==> src/rtl/dmem_arbiter_pkg.sv <==
// -----------------------------------------------------------------------------
// dmem_arb_pkg
// Shared constants and types for the two-port data-memory arbiter.
//   DMEM_DEPTH : number of implemented memory words (addresses >= are errors)
//   DMEM_AW    : address width of requester and memory ports
//   DMEM_DW    : data width
//   state_t    : sequencer states IDLE -> ACCESS -> RESP
// -----------------------------------------------------------------------------
package dmem_arb_pkg;

  localparam int DMEM_DEPTH = 32;
  localparam int DMEM_AW    = 8;
  localparam int DMEM_DW    = 8;

  typedef enum logic [1:0] {
    IDLE   = 2'd0,
    ACCESS = 2'd1,
    RESP   = 2'd2
  } state_t;

endpackage

==> src/rtl/dmem_arbiter_if.sv <==
// -----------------------------------------------------------------------------
// dmem_arb_if
// Bundles both requester handshakes and the single memory port.
//   req0/1, we0/1, addr0/1, wdata0/1 : requester -> arbiter
//   ack0/1, rdata0/1, err0/1         : arbiter -> requester
//   mem_addr, mem_wdata, mem_read,
//   mem_write                        : arbiter -> memory
//   mem_rdata                        : memory -> arbiter (combinational read)
//   lock0/1                          : requester -> arbiter, only when
//                                      ARB_LOCK_EN is defined
// Modports: slave = arbiter side, master = requesters + memory side.
// -----------------------------------------------------------------------------
interface dmem_arb_if
  import dmem_arb_pkg::*;
#(
  parameter int AW = DMEM_AW,
  parameter int DW = DMEM_DW
) ();

  logic          req0,   req1;
  logic          we0,    we1;
  logic [AW-1:0] addr0,  addr1;
  logic [DW-1:0] wdata0, wdata1;
  logic          ack0,   ack1;
  logic [DW-1:0] rdata0, rdata1;
  logic          err0,   err1;

  logic [AW-1:0] mem_addr;
  logic [DW-1:0] mem_wdata;
  logic [DW-1:0] mem_rdata;
  logic          mem_read;
  logic          mem_write;

`ifdef ARB_LOCK_EN
  logic          lock0,  lock1;

  modport slave (
    input  req0, req1, we0, we1, addr0, addr1, wdata0, wdata1, lock0, lock1,
    output ack0, ack1, rdata0, rdata1, err0, err1,
    output mem_addr, mem_wdata, mem_read, mem_write,
    input  mem_rdata
  );

  modport master (
    output req0, req1, we0, we1, addr0, addr1, wdata0, wdata1, lock0, lock1,
    input  ack0, ack1, rdata0, rdata1, err0, err1,
    input  mem_addr, mem_wdata, mem_read, mem_write,
    output mem_rdata
  );
`else
  modport slave (
    input  req0, req1, we0, we1, addr0, addr1, wdata0, wdata1,
    output ack0, ack1, rdata0, rdata1, err0, err1,
    output mem_addr, mem_wdata, mem_read, mem_write,
    input  mem_rdata
  );

  modport master (
    output req0, req1, we0, we1, addr0, addr1, wdata0, wdata1,
    input  ack0, ack1, rdata0, rdata1, err0, err1,
    input  mem_addr, mem_wdata, mem_read, mem_write,
    output mem_rdata
  );
`endif

endinterface

==> src/rtl/dmem_arbiter_rr_arb2.sv <==
// -----------------------------------------------------------------------------
// rr_arb2
// Two-way round-robin picker, purely combinational.
//   req_i[1:0]   : pending requests
//   last_i       : requester that won the previous grant
//   lock_hold_i  : an active lock restricts the grant to lock_id_i
//   lock_id_i    : locked requester
//   gnt_id_o     : selected requester
//   gnt_valid_o  : a grant is issued this cycle
// A lone request always wins; on a tie the requester that did not win last
// time is chosen.
// -----------------------------------------------------------------------------
module rr_arb2 (
  input  logic [1:0] req_i,
  input  logic       last_i,
  input  logic       lock_hold_i,
  input  logic       lock_id_i,
  output logic       gnt_id_o,
  output logic       gnt_valid_o
);

  // NOTE: every combinational output gets a default first so no path leaves
  // it unassigned, which would otherwise infer a latch.
  always_comb begin
    gnt_id_o    = 1'b0;
    gnt_valid_o = 1'b0;
    if (lock_hold_i) begin
      // The locked requester is the only candidate; the other one waits even
      // if the locked one is momentarily idle.
      gnt_id_o    = lock_id_i;
      gnt_valid_o = req_i[lock_id_i];
    end else begin
      unique case (req_i)
        2'b01: begin
          gnt_id_o    = 1'b0;
          gnt_valid_o = 1'b1;
        end
        2'b10: begin
          gnt_id_o    = 1'b1;
          gnt_valid_o = 1'b1;
        end
        2'b11: begin
          gnt_id_o    = ~last_i;
          gnt_valid_o = 1'b1;
        end
        default: begin
          gnt_id_o    = 1'b0;
          gnt_valid_o = 1'b0;
        end
      endcase
    end
  end

endmodule

==> src/rtl/dmem_arbiter.sv <==
// -----------------------------------------------------------------------------
// dmem_arbiter
// Shares one 32 x 8 data-memory port between requester 0 (CPU load/store) and
// requester 1 (debug/DMA loader). Each grant performs exactly one access in a
// fixed three-cycle sequence IDLE -> ACCESS -> RESP.
//   CLK   : clock, all state on the rising edge
//   RST_N : asynchronous active-low reset
//   bus   : dmem_arb_if.slave (requester handshakes + memory port)
// Optional feature: define ARB_LOCK_EN to add lock0/lock1, which keep the
// grant with one requester across several accesses (read-modify-write).
// -----------------------------------------------------------------------------
module dmem_arbiter
  import dmem_arb_pkg::*;
#(
  parameter int AW    = DMEM_AW,
  parameter int DW    = DMEM_DW,
  parameter int DEPTH = DMEM_DEPTH
) (
  input  logic        CLK,
  input  logic        RST_N,
  dmem_arb_if.slave   bus
);

  localparam logic [1:0] ST_IDLE   = 2'(IDLE);
  localparam logic [1:0] ST_ACCESS = 2'(ACCESS);
  localparam logic [1:0] ST_RESP   = 2'(RESP);

  // One extra bit so the compare stays correct even when DEPTH == 2**AW.
  localparam logic [AW:0] DEPTH_W = (AW+1)'(DEPTH);

  logic [1:0]    state_q, state_d;
  logic          last_q,  last_d;
  logic          id_q,    id_d;
  logic          we_q,    we_d;
  logic [AW-1:0] addr_q,  addr_d;
  logic [DW-1:0] wdata_q, wdata_d;
  logic [DW-1:0] rdata_q, rdata_d;
  logic          err_q,   err_d;

  logic          gnt_id;
  logic          gnt_valid;
  logic          lock_hold;
  logic          lock_sel;
  logic          addr_ok;

  assign addr_ok = ({1'b0, addr_q} < DEPTH_W);

  // ---------------------------------------------------------------------------
  // Optional grant lock
  // ---------------------------------------------------------------------------
`ifdef ARB_LOCK_EN
  logic [1:0] lock_in;
  logic       lock_act_q, lock_act_d;
  logic       lock_id_q,  lock_id_d;

  assign lock_in   = {bus.lock1, bus.lock0};
  // The lock only binds while its owner still asserts lockN; the first IDLE
  // cycle with lockN low falls through to plain round-robin.
  assign lock_hold = lock_act_q & lock_in[lock_id_q];
  assign lock_sel  = lock_id_q;

  always_comb begin
    lock_act_d = lock_act_q;
    lock_id_d  = lock_id_q;
    if (state_q == ST_IDLE) begin
      if (gnt_valid) begin
        lock_act_d = lock_in[gnt_id];
        lock_id_d  = gnt_id;
      end else if (!lock_hold) begin
        lock_act_d = 1'b0;
      end
    end
  end

  always_ff @(posedge CLK or negedge RST_N) begin
    if (!RST_N) begin
      lock_act_q <= 1'b0;
      lock_id_q  <= 1'b0;
    end else begin
      lock_act_q <= lock_act_d;
      lock_id_q  <= lock_id_d;
    end
  end
`else
  assign lock_hold = 1'b0;
  assign lock_sel  = 1'b0;
`endif

  rr_arb2 u_rr_arb2 (
    .req_i       ({bus.req1, bus.req0}),
    .last_i      (last_q),
    .lock_hold_i (lock_hold),
    .lock_id_i   (lock_sel),
    .gnt_id_o    (gnt_id),
    .gnt_valid_o (gnt_valid)
  );

  // ---------------------------------------------------------------------------
  // Sequencer next state
  // ---------------------------------------------------------------------------
  always_comb begin
    state_d = state_q;
    last_d  = last_q;
    id_d    = id_q;
    we_d    = we_q;
    addr_d  = addr_q;
    wdata_d = wdata_q;
    rdata_d = rdata_q;
    err_d   = err_q;

    unique case (state_q)
      ST_IDLE: begin
        rdata_d = '0;
        err_d   = 1'b0;
        if (gnt_valid) begin
          state_d = ST_ACCESS;
          id_d    = gnt_id;
          we_d    = gnt_id ? bus.we1    : bus.we0;
          addr_d  = gnt_id ? bus.addr1  : bus.addr0;
          wdata_d = gnt_id ? bus.wdata1 : bus.wdata0;
          // Fairness history is frozen while a lock forces the grant.
          if (!lock_hold) begin
            last_d = gnt_id;
          end
        end
      end
      ST_ACCESS: begin
        state_d = ST_RESP;
        err_d   = ~addr_ok;
        rdata_d = (addr_ok && !we_q) ? bus.mem_rdata : '0;
      end
      ST_RESP: begin
        state_d = ST_IDLE;
      end
      default: begin
        state_d = ST_IDLE;
      end
    endcase
  end

  // NOTE: sequential state uses non-blocking assignments so every register
  // samples the pre-edge values, independent of statement order.
  always_ff @(posedge CLK or negedge RST_N) begin
    if (!RST_N) begin
      state_q <= ST_IDLE;
      last_q  <= 1'b1;
      id_q    <= 1'b0;
      we_q    <= 1'b0;
      addr_q  <= '0;
      wdata_q <= '0;
      rdata_q <= '0;
      err_q   <= 1'b0;
    end else begin
      state_q <= state_d;
      last_q  <= last_d;
      id_q    <= id_d;
      we_q    <= we_d;
      addr_q  <= addr_d;
      wdata_q <= wdata_d;
      rdata_q <= rdata_d;
      err_q   <= err_d;
    end
  end

  // ---------------------------------------------------------------------------
  // Outputs decode from registered state only, so reset clears them at once.
  // ---------------------------------------------------------------------------
  always_comb begin
    bus.ack0      = 1'b0;
    bus.ack1      = 1'b0;
    bus.rdata0    = '0;
    bus.rdata1    = '0;
    bus.err0      = 1'b0;
    bus.err1      = 1'b0;
    bus.mem_addr  = '0;
    bus.mem_wdata = '0;
    bus.mem_read  = 1'b0;
    bus.mem_write = 1'b0;

    if (state_q == ST_ACCESS) begin
      bus.mem_addr  = addr_q;
      bus.mem_wdata = wdata_q;
      // Out-of-range accesses never strobe the memory.
      if (addr_ok) begin
        bus.mem_read  = ~we_q;
        bus.mem_write = we_q;
      end
    end

    if (state_q == ST_RESP) begin
      if (id_q) begin
        bus.ack1   = 1'b1;
        bus.rdata1 = rdata_q;
        bus.err1   = err_q;
      end else begin
        bus.ack0   = 1'b1;
        bus.rdata0 = rdata_q;
        bus.err0   = err_q;
      end
    end
  end

endmodule

==> src/flat_wrapper.sv <==
// flat-port wrapper written by rule: the top's interface ports become plain ports
module dmem_arbiter_flat import dmem_arb_pkg::*;
#(
  parameter int AW    = DMEM_AW,
  parameter int DW    = DMEM_DW,
  parameter int DEPTH = DMEM_DEPTH
)
  (CLK, RST_N, bus_req0, bus_req1, bus_we0, bus_we1, bus_addr0, bus_addr1, bus_wdata0, bus_wdata1, bus_ack0, bus_ack1, bus_rdata0, bus_rdata1, bus_err0, bus_err1, bus_mem_addr, bus_mem_wdata, bus_mem_read, bus_mem_write, bus_mem_rdata);
  dmem_arb_if #(.AW(AW), .DW(DW)) bus_i ();
  input  logic CLK;
  input  logic RST_N;
  input wire logic [$bits(bus_i.req0)-1:0] bus_req0;
  input wire logic [$bits(bus_i.req1)-1:0] bus_req1;
  input wire logic [$bits(bus_i.we0)-1:0] bus_we0;
  input wire logic [$bits(bus_i.we1)-1:0] bus_we1;
  input wire logic [$bits(bus_i.addr0)-1:0] bus_addr0;
  input wire logic [$bits(bus_i.addr1)-1:0] bus_addr1;
  input wire logic [$bits(bus_i.wdata0)-1:0] bus_wdata0;
  input wire logic [$bits(bus_i.wdata1)-1:0] bus_wdata1;
  output wire logic [$bits(bus_i.ack0)-1:0] bus_ack0;
  output wire logic [$bits(bus_i.ack1)-1:0] bus_ack1;
  output wire logic [$bits(bus_i.rdata0)-1:0] bus_rdata0;
  output wire logic [$bits(bus_i.rdata1)-1:0] bus_rdata1;
  output wire logic [$bits(bus_i.err0)-1:0] bus_err0;
  output wire logic [$bits(bus_i.err1)-1:0] bus_err1;
  output wire logic [$bits(bus_i.mem_addr)-1:0] bus_mem_addr;
  output wire logic [$bits(bus_i.mem_wdata)-1:0] bus_mem_wdata;
  output wire logic [$bits(bus_i.mem_read)-1:0] bus_mem_read;
  output wire logic [$bits(bus_i.mem_write)-1:0] bus_mem_write;
  input wire logic [$bits(bus_i.mem_rdata)-1:0] bus_mem_rdata;
  assign bus_i.req0 = bus_req0;
  assign bus_i.req1 = bus_req1;
  assign bus_i.we0 = bus_we0;
  assign bus_i.we1 = bus_we1;
  assign bus_i.addr0 = bus_addr0;
  assign bus_i.addr1 = bus_addr1;
  assign bus_i.wdata0 = bus_wdata0;
  assign bus_i.wdata1 = bus_wdata1;
  assign bus_ack0 = bus_i.ack0;
  assign bus_ack1 = bus_i.ack1;
  assign bus_rdata0 = bus_i.rdata0;
  assign bus_rdata1 = bus_i.rdata1;
  assign bus_err0 = bus_i.err0;
  assign bus_err1 = bus_i.err1;
  assign bus_mem_addr = bus_i.mem_addr;
  assign bus_mem_wdata = bus_i.mem_wdata;
  assign bus_mem_read = bus_i.mem_read;
  assign bus_mem_write = bus_i.mem_write;
  assign bus_i.mem_rdata = bus_mem_rdata;
  dmem_arbiter #(.AW(AW), .DW(DW), .DEPTH(DEPTH)) u_core (.CLK(CLK), .RST_N(RST_N), .bus(bus_i));
endmodule
==> config.mk <==
export PLATFORM = sky130hd
export DESIGN_NAME = dmem_arbiter_flat
export DESIGN_NICKNAME = d
export VERILOG_FILES = /design/src/rtl/dmem_arbiter_pkg.sv /design/src/rtl/dmem_arbiter_if.sv /design/src/rtl/dmem_arbiter_rr_arb2.sv /design/src/rtl/dmem_arbiter.sv /design/src/flat_wrapper.sv
export SDC_FILE = /design/constraint.sdc
export NUM_CORES = 1
export LEC_CHECK = 0
export BUFFER_PORTS_ARGS = -buffer_cell sky130_fd_sc_hd__buf_2
export CORE_UTILIZATION = 40
export CTS_CLUSTER_DIAMETER = 120
export DETAILED_ROUTE_END_ITERATION = 8
export PLACE_DENSITY = 0.7
export SLEW_MARGIN = 25
export SYNTH_ARGS = -nofsm -noshare
export SYNTH_HDL_FRONTEND = slang
export SYNTH_SLANG_ARGS = --single-unit
==> constraint.sdc <==
create_clock -name CLK -period 2 [get_ports CLK]
set_clock_uncertainty 0.1 [all_clocks]
set_input_delay 0.1 -clock CLK [delete_from_list [all_inputs] [get_ports CLK]]
set_output_delay 0.1 -clock CLK [all_outputs]
set_load 0.01 [all_outputs]
==> results of run 1 <==
## per-layer routing
metal	track usage	wire [µm]	vias to the layer above
met2	0.277	1630	58
li1	-	-	646
met5	0	0	-
met3	0.0747	270	2
met4	0.0571	8	0
met1	0.203	1460	618
## flip-flops by register name (all words and copies together) (netlist names)
| name | count |
|---|---|
| u_core.last_q | 1 |
| u_core.wdata_q | 8 |
| u_core.state_q | 2 |
| u_core.rdata_q | 8 |
| u_core.id_q | 1 |
| u_core.addr_q | 8 |
| u_core.we_q | 1 |
| u_core.err_q | 1 |
## critical path, cell delays in order
cell	delay, ns
dlygate4sd3_1	0.54
buf_2	0.14
o21ai_2	0.72
mux2_2	0.41
## cell type report
type | instances | area (µm²) | share of cell area
Clock buffer | 6 | 82.6 | 0.0363
Timing Repair Buffer | 100 | 568 | 0.250
Tap cell | 48 | 60.1 | 0.0264
Inverter | 1 | 3.75 | 0.00165
Multi-Input combinational cell | 91 | 807 | 0.355
Sequential cell | 30 | 752 | 0.331
## through the flow
stage / setup slack [ns] / hold slack, ns / total power, W / cell area (µm²)
after CTS: 0.117 / 0.0203 / 0.00263 / 2270
after global placement: 0.319 / 0.0678 / 0.00212 / 2090
after detailed placement: 0.307 / 0.0729 / 0.00214 / 2090
final: 0.139 / 0.0398 / 0.00259 / 2270
after global routing: 0.0564 / 0.0492 / 0.00280 / 2270
after floorplan: 0.331 / -0.296 / 0.00175 / 1610
## worst min path at each step
stage,startpoint,endpoint,slack (ns),cells after the start
floorplan,RST_N,u_core.addr_q[0]$_DFFE_PN0P_,-0.30,0
global placement,RST_N,u_core.rdata_q[7]$_DFFE_PN0P_,0.07,1
detailed placement,RST_N,u_core.rdata_q[5]$_DFFE_PN0P_,0.07,1
CTS,bus_req1,u_core.last_q$_DFFE_PN1P_,0.02,3
global route,bus_req1,u_core.last_q$_DFFE_PN1P_,0.05,3
finish,bus_req1,u_core.last_q$_DFFE_PN1P_,0.04,3
## logic make-up (layout without fill, tap and decap cells)
family | after synthesis | in the layout | synth area share
AND/OR/NAND/NOR | 43 | 43 | 0.170
multiplexers | 34 | 34 | 0.259
flip-flops | 30 | 30 | 0.467
AO/OA/AOI/OAI | 14 | 14 | 0.0723
buffers and inverters | 8 | 107 | 0.0311
## synth_stat cells
library cell  count
a21bo_1           1
a21o_1            1
a21oi_1           1
a22o_1            9
a31oi_1           1
and2_1           34
and3_1            1
and3b_1           1
buf_2             1
buf_6             1
buf_8             1
clkbuf_1          4
dfrtp_1          29
dfstp_2           1
inv_1             1
mux2_2           25
mux2_4            9
nor2_1            1
nor2b_1           1
nor3_1            2
nor3b_1           1
nor3b_2           1
o21ai_2           1
or3_1             1
## power breakdown
| group | internal (W) | switching (W) | leakage, nW |
|---|---|---|---|
| registers | 0.000857 | 0.000130 | 0.370 |
| clock network | 0.000264 | 0.000201 | 0.0431 |
| logic | 0.000627 | 0.000515 | 0.816 |
| total | 0.00175 | 0.000846 | 1.23 |
==> results.json, run 1 <==
{
  "die-area_um2": 4280,
  "pwr_density_cell_nw_per_um2": 1140,
  "drt_iter0_drc": 21,
  "end_kind": "flip-flop",
  "overflow": 0,
  "cts_buffer_depth": 2,
  "vias": 1324,
  "first_global_vias": 1206,
  "slew_viol_final": 0,
  "netlist_top_cells_area": "dfrtp_1, mux2_2, and2_1, mux2_4, a22o_1",
  "setup.worst_path.start": "bus_req0",
  "synth_warnings": 0,
  "antenna_found_initial": 0,
  "port_buffers": 83,
  "layout_commonest_cell": "buf_2",
  "arrival_ns": 1.92,
  "peakVddDrop_mv": 0.712,
  "hold_path.class": "primary input to flip-flop",
  "r2r-end": "u_core.addr_q[3]$_DFFE_PN0P_",
  "initial_core_util": 0.427,
  "fin_tns_setup_ns": 0,
  "final_nets": 275,
  "cts_buffers": 5,
  "htree_levels": 2,
  "synth.cell_area_um2": 1610,
  "dr.pass1.iters": 2,
  "hold_buffers": 10,
  "hold_violations": 0,
  "die_w_um": 65.4,
  "post_cts_resized": 0,
  "cts_tree": "built",
  "die_height_um": 65.4,
  "drcViolationCount": 0,
  "synth_area_per_cell_um2": 12.5,
  "via_per_inst": 4.80,
  "crit_path_start_kind": "primary input",
  "fin_util": 0.603,
  "drive_above_1_share": 0.583,
  "fillers": 341,
  "period_share": 0.931,
  "dp_hpwl_um": 2370,
  "gp_congestion": 0.695,
  "period_minus_slack_ns": 1.86,
  "wl_um": 3360,
  "maxCapViolations": 0,
  "clkSinkCount": 30,
  "ant_nets": 0,
  "synthDistinctLibCells": 24,
  "syn_to_final_growth_pct": 41.3,
  "r2r_slack_ns": 0.31,
  "crit_end": "u_core.addr_q[0]$_DFFE_PN0P_",
  "synthCells": 129,
  "instances_no_fill": 276,
  "diodes": 0,
  "fmax_ghz": 0.537,
  "routedWlPerCell_um": 12.2,
  "status": "completed",
  "final_cell_mix": "buf_2, and2_1, dfrtp_1, mux2_2, dlygate4sd3_1",
  "netlist.area_leader.share": 0.451,
  "worst-slew-pin-transition_ns": 0.933,
  "yosys.area.top_type": "dfrtp_1",
  "criticalPathCategory": "primary input to flip-flop",
  "clock_latency_ns": 0.27,
  "p_leak_nw": 1.23,
  "synth_nets": 175,
  "grt_pass1_wl_um": 5400,
  "crit_path_max_fanout": 19,
  "core_um2": 3770,
  "maxSlewHeadroom": 0.378,
  "postCtsSetupBuffers": 0,
  "grt_max_degree": 31,
  "reg2reg_depth": 4,
  "r2r-start": "u_core.last_q$_DFFE_PN1P_",
  "crit_required_ns": 2.06,
  "ys_ff_latch": 30,
  "grt_usage": 0.171,
  "cts_root_buffer": "clkbuf_8",
  "clkTransAtPathRegs_ns": 0.06,
  "ys_seq_area_frac": 0.467,
  "rsz0062_at_grt": "no",
  "num_rows": 22,
  "dp.cells": 260,
  "ios": 84,
  "setup_viol": 0
}
(Power assumes the default switching activity.)
==> inputs of run 2 (changes only) <==
--- a/config.mk
+++ b/config.mk
@@ -6,6 +6,7 @@
 export NUM_CORES = 1
 export LEC_CHECK = 0
 export BUFFER_PORTS_ARGS = -buffer_cell sky130_fd_sc_hd__buf_2
+export CORE_MARGIN = 4
 export CORE_UTILIZATION = 40
 export CTS_CLUSTER_DIAMETER = 120
 export DETAILED_ROUTE_END_ITERATION = 8
==> run 2 against run 1 <==
Non-clock buffer count is 1 lower. Global-route usage is 2.1 points lower. Maximum frequency is 1.6% higher. Routed wire length is 9.0% higher. Clock-buffer cell count stayed put. Highest routed layer unchanged.
==> results.json, run 2 (synthesis results as in run 1) <==
{
  "drive_above_1_share": 0.583,
  "postCtsSetupBuffers": 0,
  "dr.pass1.iters": 3,
  "cts_root_buffer": "clkbuf_8",
  "wl_um": 3670,
  "clkTransAtPathRegs_ns": 0.06,
  "criticalPathCategory": "primary input to flip-flop",
  "grt_max_degree": 31,
  "antenna_found_initial": 0,
  "instances_no_fill": 276,
  "ios": 84,
  "layout_commonest_cell": "buf_2",
  "num_rows": 22,
  "rsz0062_at_grt": "no",
  "clkPwrFrac": 0.224,
  "cts_buffer_depth": 2,
  "reg2reg_depth": 4,
  "overflow": 0,
  "grt_usage": 0.151,
  "comb_power_share": 0.413,
  "via_per_inst": 4.80,
  "crit_required_ns": 2.06,
  "final_nets": 274,
  "maxSlewHeadroom": 0.402,
  "initial_core_util": 0.427,
  "syn_to_final_growth_pct": 42.7,
  "p_int_w": 0.00187,
  "diodes": 0,
  "htree_levels": 2,
  "arrival_ns": 1.89,
  "routedWlPerCell_um": 13.3,
  "die-area_um2": 5100,
  "grt_pass1_wl_um": 6020,
  "period_minus_slack_ns": 1.83,
  "ant_nets": 0,
  "holdPathEnd": "u_core.last_q$_DFFE_PN1P_",
  "p_leak_nw": 1.24,
  "holdPathStages": 3,
  "first_global_vias": 1390,
  "vias": 1326,
  "hold_path_startpoint": "bus_req1",
  "r2r_slack_ns": 0.28,
  "end_kind": "flip-flop",
  "p_seq_frac": 0.363,
  "drcViolationCount": 0,
  "drt_iter0_drc": 53,
  "final_cell_mix": "buf_2, and2_1, dfrtp_1, mux2_2, dlygate4sd3_1",
  "fin_tns_setup_ns": 0,
  "power_w": 0.00273,
  "cts_tree": "built",
  "status": "completed",
  "worst-slew-pin-transition_ns": 0.898,
  "cts_buffers": 5,
  "period_share": 0.916,
  "gp_congestion": 0.715,
  "p_sw_frac": 0.316,
  "peakVddDrop_mv": 0.814,
  "r2r-end": "u_core.addr_q[6]$_DFFE_PN0P_",
  "dp_hpwl_um": 2640,
  "die_w_um": 71.4,
  "r2r-start": "u_core.last_q$_DFFE_PN1P_",
  "hold_path.class": "primary input to flip-flop",
  "port_buffers": 83,
  "dp.cells": 259,
  "fmax_ghz": 0.546,
  "fillers": 323,
  "clock_latency_ns": 0.28,
  "hold_violations": 0,
  "top_regs": "u_core.addr_q (8), u_core.rdata_q (8), u_core.wdata_q (8)",
  "pwr_density_cell_nw_per_um2": 1190,
  "maxCapViolations": 0,
  "core_um2": 3770,
  "slew_viol_final": 0,
  "die_height_um": 71.4,
  "clkSinkCount": 30,
  "setup_viol": 0,
  "netSwitchingPower_w": 0.000865,
  "crit_path_max_fanout": 19,
  "crit_path_start_kind": "primary input"
}
[run 2: final cells by class]
| cell class | count | area, µm² | share of cell area |
|---|---|---|---|
| tap | 48 | 60.1 | 0.0262 |
| clock buffer | 6 | 82.6 | 0.0360 |
| sequential | 30 | 752 | 0.328 |
| multi-input combinational | 91 | 807 | 0.351 |
| clock inverter | 1 | 30.0 | 0.0131 |
| timing repair buffer | 99 | 561 | 0.244 |
| inverter | 1 | 3.75 | 0.00163 |
[run 2: how the worst max path moves through the flow]
stage | from | slack [ns] | to
floorplan | u_core.last_q$_DFFE_PN1P_ | 0.33 | u_core.addr_q[0]$_DFFE_PN0P_
global placement | u_core.last_q$_DFFE_PN1P_ | 0.34 | u_core.addr_q[5]$_DFFE_PN0P_
detailed placement | u_core.last_q$_DFFE_PN1P_ | 0.31 | u_core.addr_q[6]$_DFFE_PN0P_
CTS | bus_req0 | 0.12 | u_core.addr_q[6]$_DFFE_PN0P_
global route | bus_req0 | 0.05 | u_core.addr_q[5]$_DFFE_PN0P_
finish | bus_req0 | 0.17 | u_core.addr_q[6]$_DFFE_PN0P_
[run 2: timing repair]
item                       in CTS  in global routing
hold endpoints to repair       38                  0
gates resized for setup         0                  0
setup endpoints to repair       0                  0
hold buffers                   10                  0
[run 2: worst max-delay path, stage by stage]
cell,delay (ns)
dlygate4sd3_1,0.53
buf_2,0.14
o21ai_2,0.69
mux2_2,0.42
[run 2: metal layers]
layer	global-route usage	wire, µm	part of all wire	vias up
met5	0	0	0	-
met3	0.0701	363	0.099	5
met1	0.169	1510	0.41	619
li1	-	-	-	648
met4	0.0438	45	0.012	0
met2	0.256	1750	0.48	54
[run 2: power by group through the flow]
stage | Sequential, W | Clock (W) | Combinational, W
finish | 0.000991 | 0.000613 | 0.00113
detailed placement | 0.00100 | 0 | 0.00114
floorplan | 0.000962 | 0 | 0.000792
global route | 0.00104 | 0.000657 | 0.00125
global placement | 0.000990 | 0 | 0.00112
CTS | 0.000991 | 0.000633 | 0.00116
[run 2: through the flow]
| step | worst slack, ns | hold slack [ns] | area, µm² | util |
|---|---|---|---|---|
| finish | 0.168 | 0.00898 | 2300 | 0.609 |
| global placement | 0.344 | 0.0690 | 2080 | 0.552 |
| detailed placement | 0.306 | 0.0715 | 2080 | 0.552 |
| CTS | 0.117 | 0.00109 | 2300 | 0.609 |
| floorplan | 0.331 | -0.296 | 1610 | - |
| global route | 0.0534 | 0.0304 | 2300 | 0.609 |
